<file path="src/rtl/led_pattern_gen.sv">
`default_nettype none
// ============================================================================
// Module      : led_pattern_gen
// Description : Colour/animation source for the 8-LED serial string driver.
//               The host loads per-LED colour+mode words into shadow registers.
//               A commit strobe copies all eight to the active set in one edge.
//               A ms timebase animates blink and triangle-fade pulse. A global
//               brightness gain is applied, and one shared 8x8 multiplier set
//               sweeps the eight LEDs, one per cycle, into the GRB output words.
//
// Ports       : clk         master clock
//               reset       asynchronous, active-low reset
//               cfg_we      shadow write strobe
//               cfg_addr    LED index (0-7 valid, 8-15 ignored)
//               cfg_data    [23:0] GRB colour, [25:24] mode, [31:26] ignored
//                           (mode: 0 off, 1 solid, 2 blink, 3 pulse)
//               commit      single-cycle shadow->active copy strobe
//               brightness  global gain, 0 = dark, 255 = full
//               led1..led8  scaled GRB words to the serializer
//               busy        high while an update sweep is in flight
//
// Build macro : LED_GAMMA_EN - when defined, every scaled channel s is further
//               mapped to (s*(s+1))>>8. This adds one pipeline stage, so each
//               ledN lands one cycle later and busy lasts 9 cycles per sweep.
//
// Revision    : 1.0 - initial release
// ============================================================================
module led_pattern_gen #(
    parameter int CLK_PER_MS   = 100000,
    parameter int BLINK_MS     = 250,
    parameter int FADE_STEP_MS = 4
) (
    input  logic        clk,
    input  logic        reset,
    input  logic        cfg_we,
    input  logic [3:0]  cfg_addr,
    input  logic [31:0] cfg_data,
    input  logic        commit,
    input  logic [7:0]  brightness,
    output logic [23:0] led1,
    output logic [23:0] led2,
    output logic [23:0] led3,
    output logic [23:0] led4,
    output logic [23:0] led5,
    output logic [23:0] led6,
    output logic [23:0] led7,
    output logic [23:0] led8,
    output logic        busy
);

    localparam int c_NUM_LED = 8;
    localparam int c_PRE_W   = (CLK_PER_MS   > 1) ? $clog2(CLK_PER_MS)   : 1;
    localparam int c_BLINK_W = (BLINK_MS     > 1) ? $clog2(BLINK_MS)     : 1;
    localparam int c_FADE_W  = (FADE_STEP_MS > 1) ? $clog2(FADE_STEP_MS) : 1;

    localparam logic [c_PRE_W-1:0]   c_PRE_LAST   = c_PRE_W'(CLK_PER_MS - 1);
    localparam logic [c_BLINK_W-1:0] c_BLINK_LAST = c_BLINK_W'(BLINK_MS - 1);
    localparam logic [c_FADE_W-1:0]  c_FADE_LAST  = c_FADE_W'(FADE_STEP_MS - 1);

    localparam logic [1:0] c_MODE_OFF   = 2'd0;
    localparam logic [1:0] c_MODE_SOLID = 2'd1;
    localparam logic [1:0] c_MODE_BLINK = 2'd2;
    localparam logic [1:0] c_MODE_PULSE = 2'd3;

    localparam logic [0:0] c_ST_IDLE = 1'b0;
    localparam logic [0:0] c_ST_RUN  = 1'b1;

    // (c * (g + 1)) >> 8 : maps g = 255 to identity and g = 0 to zero.
    function automatic logic [7:0] f_scale(input logic [7:0] c, input logic [7:0] g);
        logic [16:0] p;
        p = {9'd0, c} * ({9'd0, g} + 17'd1);
        return 8'(p >> 8);
    endfunction

    // ------------------------------------------------------------------------
    // Configuration storage
    // ------------------------------------------------------------------------
    logic [25:0] r_shadow [c_NUM_LED];
    logic [25:0] r_active [c_NUM_LED];
    logic        w_unused_cfg;

    assign w_unused_cfg = ^cfg_data[31:26];

    // Commit reads the pre-edge shadow, so a write in the commit cycle only
    // reaches the shadow copy.
    always_ff @(posedge clk or negedge reset) begin
        if (!reset) begin
            for (int i = 0; i < c_NUM_LED; i++) begin
                r_shadow[i] <= '0;
                r_active[i] <= '0;
            end
        end else begin
            if (cfg_we && !cfg_addr[3]) begin
                r_shadow[cfg_addr[2:0]] <= cfg_data[25:0];
            end
            if (commit) begin
                for (int i = 0; i < c_NUM_LED; i++) begin
                    r_active[i] <= r_shadow[i];
                end
            end
        end
    end

    // ------------------------------------------------------------------------
    // Timebase: ms prescaler, blink phase, pulse level
    // ------------------------------------------------------------------------
    logic [c_PRE_W-1:0]   r_pre_cnt;
    logic [c_BLINK_W-1:0] r_blink_cnt;
    logic [c_FADE_W-1:0]  r_fade_cnt;
    logic                 r_blink_phase;
    logic [7:0]           r_level;
    logic                 r_dir_up;
    logic                 w_ms_tick;
    logic                 w_blink_wrap;
    logic                 w_fade_wrap;

    assign w_ms_tick    = (r_pre_cnt == c_PRE_LAST);
    assign w_blink_wrap = w_ms_tick && (r_blink_cnt == c_BLINK_LAST);
    assign w_fade_wrap  = w_ms_tick && (r_fade_cnt == c_FADE_LAST);

    always_ff @(posedge clk or negedge reset) begin
        if (!reset) begin
            r_pre_cnt     <= '0;
            r_blink_cnt   <= '0;
            r_fade_cnt    <= '0;
            r_blink_phase <= 1'b0;
            r_level       <= 8'd0;
            r_dir_up      <= 1'b1;
        end else begin
            r_pre_cnt <= w_ms_tick ? '0 : r_pre_cnt + 1'b1;

            if (w_ms_tick) begin
                r_blink_cnt <= w_blink_wrap ? '0 : r_blink_cnt + 1'b1;
                r_fade_cnt  <= w_fade_wrap  ? '0 : r_fade_cnt + 1'b1;
            end

            if (w_blink_wrap) begin
                r_blink_phase <= ~r_blink_phase;
            end

            // Triangle: the end points 255 and 0 are each visited once per
            // turn; the reversing step moves straight to the neighbour.
            if (w_fade_wrap) begin
                if (r_dir_up) begin
                    if (r_level == 8'd255) begin
                        r_level  <= 8'd254;
                        r_dir_up <= 1'b0;
                    end else begin
                        r_level <= r_level + 8'd1;
                    end
                end else begin
                    if (r_level == 8'd0) begin
                        r_level  <= 8'd1;
                        r_dir_up <= 1'b1;
                    end else begin
                        r_level <= r_level - 8'd1;
                    end
                end
            end
        end
    end

    // ------------------------------------------------------------------------
    // Sweep controller
    // ------------------------------------------------------------------------
    logic [0:0] r_state;
    logic [0:0] w_state_nxt;
    logic [2:0] r_idx;
    logic [2:0] w_idx_nxt;
    logic       r_pend;
    logic       w_pend_nxt;
    logic       w_start;
    logic       w_proc;

    assign w_start = w_ms_tick | commit;

    always_ff @(posedge clk or negedge reset) begin
        if (!reset) begin
            r_state <= c_ST_IDLE;
            r_idx   <= 3'd0;
            r_pend  <= 1'b0;
        end else begin
            r_state <= w_state_nxt;
            r_idx   <= w_idx_nxt;
            r_pend  <= w_pend_nxt;
        end
    end

    // Starts that arrive mid-sweep collapse into a single pending flag; the
    // follow-up sweep begins immediately after index 7 with no idle gap.
    always_comb begin
        w_state_nxt = r_state;
        w_idx_nxt   = r_idx;
        w_pend_nxt  = r_pend;
        case (r_state)
            c_ST_IDLE: begin
                if (w_start) begin
                    w_state_nxt = c_ST_RUN;
                    w_idx_nxt   = 3'd0;
                    w_pend_nxt  = 1'b0;
                end
            end
            c_ST_RUN: begin
                if (r_idx == 3'd7) begin
                    w_idx_nxt  = 3'd0;
                    w_pend_nxt = 1'b0;
                    if (!(r_pend || w_start)) begin
                        w_state_nxt = c_ST_IDLE;
                    end
                end else begin
                    w_idx_nxt  = r_idx + 3'd1;
                    w_pend_nxt = r_pend | w_start;
                end
            end
            default: begin
                w_state_nxt = c_ST_IDLE;
                w_idx_nxt   = 3'd0;
                w_pend_nxt  = 1'b0;
            end
        endcase
    end

    always_comb begin
        w_proc = (r_state == c_ST_RUN);
    end

    // ------------------------------------------------------------------------
    // Shared gain / channel scaling datapath for the LED at r_idx
    // ------------------------------------------------------------------------
    logic [25:0] w_act;
    logic [7:0]  w_gain;
    logic [23:0] w_scaled;

    assign w_act = r_active[r_idx];

    always_comb begin
        w_gain = 8'd0;
        case (w_act[25:24])
            c_MODE_OFF:   w_gain = 8'd0;
            c_MODE_SOLID: w_gain = brightness;
            c_MODE_BLINK: w_gain = r_blink_phase ? brightness : 8'd0;
            // (brightness * (level + 1)) >> 8
            c_MODE_PULSE: w_gain = f_scale(brightness, r_level);
            default:      w_gain = 8'd0;
        endcase
    end

    always_comb begin
        w_scaled = {f_scale(w_act[23:16], w_gain),
                    f_scale(w_act[15:8],  w_gain),
                    f_scale(w_act[7:0],   w_gain)};
    end

    logic [23:0] r_led [c_NUM_LED];

`ifdef LED_GAMMA_EN
    logic        r_pipe_vld;
    logic [2:0]  r_pipe_idx;
    logic [23:0] r_pipe_rgb;

    // Gamma 2.0 is (s*(s+1))>>8, i.e. the same scaling with g = s.
    always_ff @(posedge clk or negedge reset) begin
        if (!reset) begin
            r_pipe_vld <= 1'b0;
            r_pipe_idx <= 3'd0;
            r_pipe_rgb <= 24'd0;
            for (int i = 0; i < c_NUM_LED; i++) begin
                r_led[i] <= 24'd0;
            end
        end else begin
            r_pipe_vld <= w_proc;
            r_pipe_idx <= r_idx;
            r_pipe_rgb <= w_scaled;
            if (r_pipe_vld) begin
                r_led[r_pipe_idx] <= {f_scale(r_pipe_rgb[23:16], r_pipe_rgb[23:16]),
                                      f_scale(r_pipe_rgb[15:8],  r_pipe_rgb[15:8]),
                                      f_scale(r_pipe_rgb[7:0],   r_pipe_rgb[7:0])};
            end
        end
    end

    assign busy = w_proc | r_pipe_vld;
`else
    always_ff @(posedge clk or negedge reset) begin
        if (!reset) begin
            for (int i = 0; i < c_NUM_LED; i++) begin
                r_led[i] <= 24'd0;
            end
        end else if (w_proc) begin
            r_led[r_idx] <= w_scaled;
        end
    end

    assign busy = w_proc;
`endif

    assign led1 = r_led[0];
    assign led2 = r_led[1];
    assign led3 = r_led[2];
    assign led4 = r_led[3];
    assign led5 = r_led[4];
    assign led6 = r_led[5];
    assign led7 = r_led[6];
    assign led8 = r_led[7];

endmodule
`default_nettype wire

</file>
<file path="config.mk">
export PLATFORM = sky130hd
export DESIGN_NAME = led_pattern_gen
export DESIGN_NICKNAME = d
export VERILOG_FILES = /design/src/rtl/led_pattern_gen.sv
export SDC_FILE = /design/constraint.sdc
export NUM_CORES = 2
export LEC_CHECK = 0
export BUFFER_PORTS_ARGS = -buffer_cell sky130_fd_sc_hd__buf_2
export CORE_MARGIN = 2
export CORE_UTILIZATION = 55
export DETAILED_ROUTE_END_ITERATION = 7
export GPL_TIMING_DRIVEN = 0
export PLACE_DENSITY_LB_ADDON = 0.08
export SETUP_SLACK_MARGIN = 0.1
export SLEW_MARGIN = 20
export SYNTH_ARGS = -nofsm -noshare
export SYNTH_HDL_FRONTEND = slang
export SYNTH_SLANG_ARGS = --single-unit
</file>
<file path="constraint.sdc">
create_clock -name clk -period 10.73 [get_ports clk]
set_clock_uncertainty 0.2 [all_clocks]
set_input_delay 1.073 -clock clk [delete_from_list [all_inputs] [get_ports clk]]
set_output_delay 1.073 -clock clk [all_outputs]
set_load 0.01 [all_outputs]
</file>
Word-level counts from Yosys, hierarchy flattened
Index checks and enable logic that the tools add are counted.
Word-level totals
  register bits after elaboration: 650
  latch bits: 0
  RAM bits: 0
  ROM bits: 0
  input port bits: 48
  output and inout bits: 193
  logic and storage cells: 103
  memories: 0
Cells by class
  add/subtract/negate cells: 8
  multipliers: 4
  div/mod/pow operators: 0
  magnitude comparators: 4
  equal/unequal tests: 9
  shift operators: 0
  multiplexer cells: 30
  bitwise logic cells: 6
  reduce and logical (&&, ||, !) cells: 9
Operator list (number)
  $bwmux W208: 1
  $bwmux W192: 1
  $bmux W26 S3: 1
  $demux W26 S3: 1
  $mux W26: 3
  $demux W24 S3: 1
  $mux W8: 5
  $mul A8 B17 Y16: 2
  $mul A8 B9 Y16: 2
  $pmux W8 S4: 1
  $mux W24: 1
  $add A8 B1 Y9 const B: 2
  $add A17 B1 Y17 const B: 1
  $eq A17 B17 Y1 const B: 1
  $mux W17: 1
  $add A8 B1 Y8 const B: 2
  $eq A8 B8 Y1 const B: 2
  $ge A4 B4 Y1 const B: 2
  $logic_not A8 Y1: 1
  $lt A4 B1 Y1 const B: 2
  $mux W1: 8
  $not A3 Y4: 2
  $sub A8 B1 Y8 const B: 1
  $eq A2 B2 Y1 const B: 3
  15 further kinds: 23

Depth between registers and ports, before layout
  word-level depth: 9
  mapped depth: 44
  depth with buffers taken out: 39

Least setup slack after synthesis
Ideal clock, no wire load.
  path type: flip-flop to flip-flop
  start point: register r_level[2]
  end point: register r_led (netlist bit led2[15])
  library setup time: 0.137 ns
  arrival: 11.138 ns
  data required time: 10.393 ns
  setup slack: -0.745 ns
  stages on the path, launching flop included: 42
  buffers on the path: 5
  period minus slack after synthesis: 11.475 ns
  cell sequence: dfrtp_1 > clkbuf_1 > and2_1 > nand4_1 > xor2_1 > nor2_1 > fa_1 > fa_1 > fa_1 > inv_1 > fa_1 > inv_1 > ha_1 > o21ai_0 > a2bb2oi_1 > nand2_1 > or4_1 > buf_2 > [... 6 more ...] > nand2_1 > clkbuf_1 > nor2_1 > fa_1 > fa_1 > fa_1 > inv_1 > fa_1 > inv_1 > ha_1 > a21o_1 > a21o_1 > a22oi_1 > or4b_2 > o22a_1 > o211ai_1 > o31a_4 > o31ai_1
On the way
  cells in the longest elaborated chain, start to end: 6
RTL lines
  start: declaration: RTL line 111  | logic [7:0] r_level;
  start signal: assignment: RTL line 149  | r_level <= r_level + 8'd1;
  start signal: assignment: RTL line 156  | r_level <= r_level - 8'd1;
  $add A8 B1 Y9: RTL line 71  | p = {9'd0, c} * ({9'd0, g} + 17'd1);
  $mul A8 B9 Y16: RTL line 71
  $pmux W8 S4: RTL line 238  | case (w_act[25:24])
  $add A8 B1 Y9: RTL line 71
  $mul A8 B17 Y16: RTL line 71
  $bwmux W192: RTL line 290  | r_led[r_idx] <= w_scaled;
  end signal: indexed assignment: RTL line 290
  end: declaration: RTL line 254  | logic [23:0] r_led [c_NUM_LED];
Every way passes these cells.
A chain may end at the register's enable or synchronous reset.

Worst setup path in the final report
  start point: register r_level[0]
  end point: register r_led (netlist bit led3[15])
The elaborated chain is that of the path after synthesis.

==> metrics.yaml <==
status: "finished, violations left"
violations: "setup timing"
root_buffer: "clkbuf_16"
drt-wirelength-per-cell_um: 22.09
avgViaCountPerCell: 5.717
synth_cell_types: 74
syn_avg_cell_area_um2: 11.97
antenna_found_initial: 4
synth_largest_area_cell: "dfrtp_1"
first_iter_violations: 1616
io_pins: 241
seq_area_frac_synth_pct: 47.22
slew_violations: 0
cp-end-kind: "flip-flop"
drtPass1Iterations: 5
critPathKind: "flip-flop to flip-flop"
grt_pass1_vias: 25069
hold-worst-slack_ps: 141.5
hold_viol: 0
synth_top_area_share_pct: 47.15
wl_met3_um: 4412
clk_pin_slew_worst_paths_ps: 80
max_slew.worst_pin.slew_ps: 1239
clock_latency_ps: 610
die_x_um: 254.3
period_needed_ps: 10890
grt.total_usage_pct: 28.85
place.gp.congestion: 0.8780
hp-class: "primary input to async pin"
core_area_mm2: 0.06183
cp_slowest_cell: "fa_1"
cts_tree: "yes"
place_ws_ps: -1722
overflow: 0
asyncSetResetFlopFracSynth_pct: 100.0
met1_length_um: 38070
max_freq_mhz: 91.85
cp_data_required_time_ps: 11010
areaGrowthSynthToFinish_pct: 20.38
maxCapViolCount: 0
powerDensity_mw_per_mm2: 291.0
path_common_cell: "fa_1"
synth_commonest_cells: "dfrtp_1, mux2_2, nand2_1, nor2_1, inv_1"
wl_um: 92300
dieArea_mm2: 0.06465
fin_cells: 4178
synth-edff-count: 0
cts_htree_levels: 3
rsz0062_at_grt: "yes"
crit_fanout: 8
nets: 3638
netlist_area_mm2: 0.03445
grt_pass1_wl_um: 142300
highest_layer: "met5"
ys_ff_latch: 650
synth_area_leaders: "dfrtp_1, mux2_2, fa_1"
drive_gt1_share_pct: 35.10
synthesis.instances: 2878
p_leak_nw: 19.79
numPortBuffers: 229
place_area_mm2: 0.03704
antenna_left: 0
dp_hpwl_um: 64080
grt_max_degree: 103
slowest_delay_ps: 550
drc: 0
fin_setup_tns_ps: -1239
die_h_um: 254.3
slew_headroom_pct: 15.05
met2WireLength_um: 46440
critPathLaunchType: "flip-flop"
cts_max_path_buffers: 3
worstPathArrival_ps: 11170
setup_slack_ps: -157.1
ys.flop_type: "dfrtp_1"
vias: 23886
post-synth-top-count-cell: "dfrtp_1"
ys.warnings.count: 0
cts_made_buffers: 69
final-setup-viol-count: 15
rows: 91
min_period_over_period_pct: 101.5
syn_nets: 3225
final_area_mm2: 0.04147
place_inst: 3954
cts_sinks: 650
start_util_pct: 55.72
ir_drop_mv: 0.2847
==> sequential cells by signal (all words and copies together) (netlist names), 3 cells and up <==
name         count
r_shadow       208
led5            24
r_level          8
led7            24
r_blink_cnt      8
r_active       208
led2            24
led6            24
led3            24
r_idx            3
led8            24
led4            24
r_pre_cnt       17
led1            24
==> per-stage QoR <==
stage	power, mW	util [%]
finish	12.07	67.07
global route	12.86	67.07
CTS	11.74	65.69
detailed placement	8.954	59.91
global placement	8.733	59.48
floorplan	6.938	-
==> path summary, 6_finish.rpt <==
kind | end | cells past startpoint | start | slack (ps)
max in group asynchronous | r_shadow[138]$_DFFE_PN0P_ | 5 | reset | 8220
worst min register to register | led2[17]$_DFFE_PN0P_ | 2 | led2[17]$_DFFE_PN0P_ | 270
worst max-delay path | led3[15]$_DFFE_PN0P_ | 40 | r_level[0]$_DFFE_PN0P_ | -160
min in group clk | led2[17]$_DFFE_PN0P_ | 2 | led2[17]$_DFFE_PN0P_ | 270
worst min-delay path | r_level[7]$_DFFE_PN0P_ | 1 | reset | 140
worst max register to register | led3[15]$_DFFE_PN0P_ | 40 | r_level[0]$_DFFE_PN0P_ | -160
==> what timing repair did <==
action | CTS | global route
pin swaps | 81 | 90
buffers inserted | 65 | 38
hold buffers | 0 | 0
endpoints found under the setup margin | 192 | 190
gates resized for setup | 165 | 137
==> layout make-up <==
class,instances,area [µm²]
antenna,2,5.005
buffer,134,719.4
clock buffer,105,2076
clock inverter,14,132.6
fill,4618,20360
inverter,212,795.8
multi-input combinational,1881,18100
sequential,650,16270
tap,837,1047
timing repair buffer,343,2320
==> kinds of logic after synthesis <==
group / synth area share [%]
AND/OR/NAND/NOR: 9.462
XOR/XNOR: 1.576
flip-flops: 47.22
adder cells (fa/ha/maj): 14.35
buffers and inverters: 3.876
multiplexers: 17.87
AO/OA/AOI/OAI: 5.641
==> metal layers <==
layer / track usage [%] / up-vias
li1: - / 10589
met4: 10.52 / 4
met5: 0 / -
met1: 38.32 / 12420
met2: 48.96 / 680
met3: 3.735 / 193
==> cell usage in the layout, fill, tap and decap left out, drive strengths merged, types with 44 or more instances in the layout <==
| cell | count |
|---|---|
| inv | 213 |
| o21ai | 193 |
| clkbuf | 211 |
| nand2 | 258 |
| buf | 371 |
| dfrtp | 649 |
| mux2 | 419 |
| fa | 160 |
| mux4 | 51 |
| ha | 139 |
| or2 | 44 |
| nor2 | 219 |
==> where the power goes <==
part	internal [mW]	total, mW	switching (mW)
clock	1.36	2.33	0.973
combinational	2.50	6.30	3.80
sequential	3.10	3.43	0.333
==> worst max-delay path: cells and delay by family (launching register included) <==
family	cells	cell delay [ps]
fa+ha+maj	11	4770
xor+xnor	1	270
simple gates	8	1770
flops	1	440
buf+inv	10	1180
compound gates	10	2060
Power figures use the tool's default switching activity.
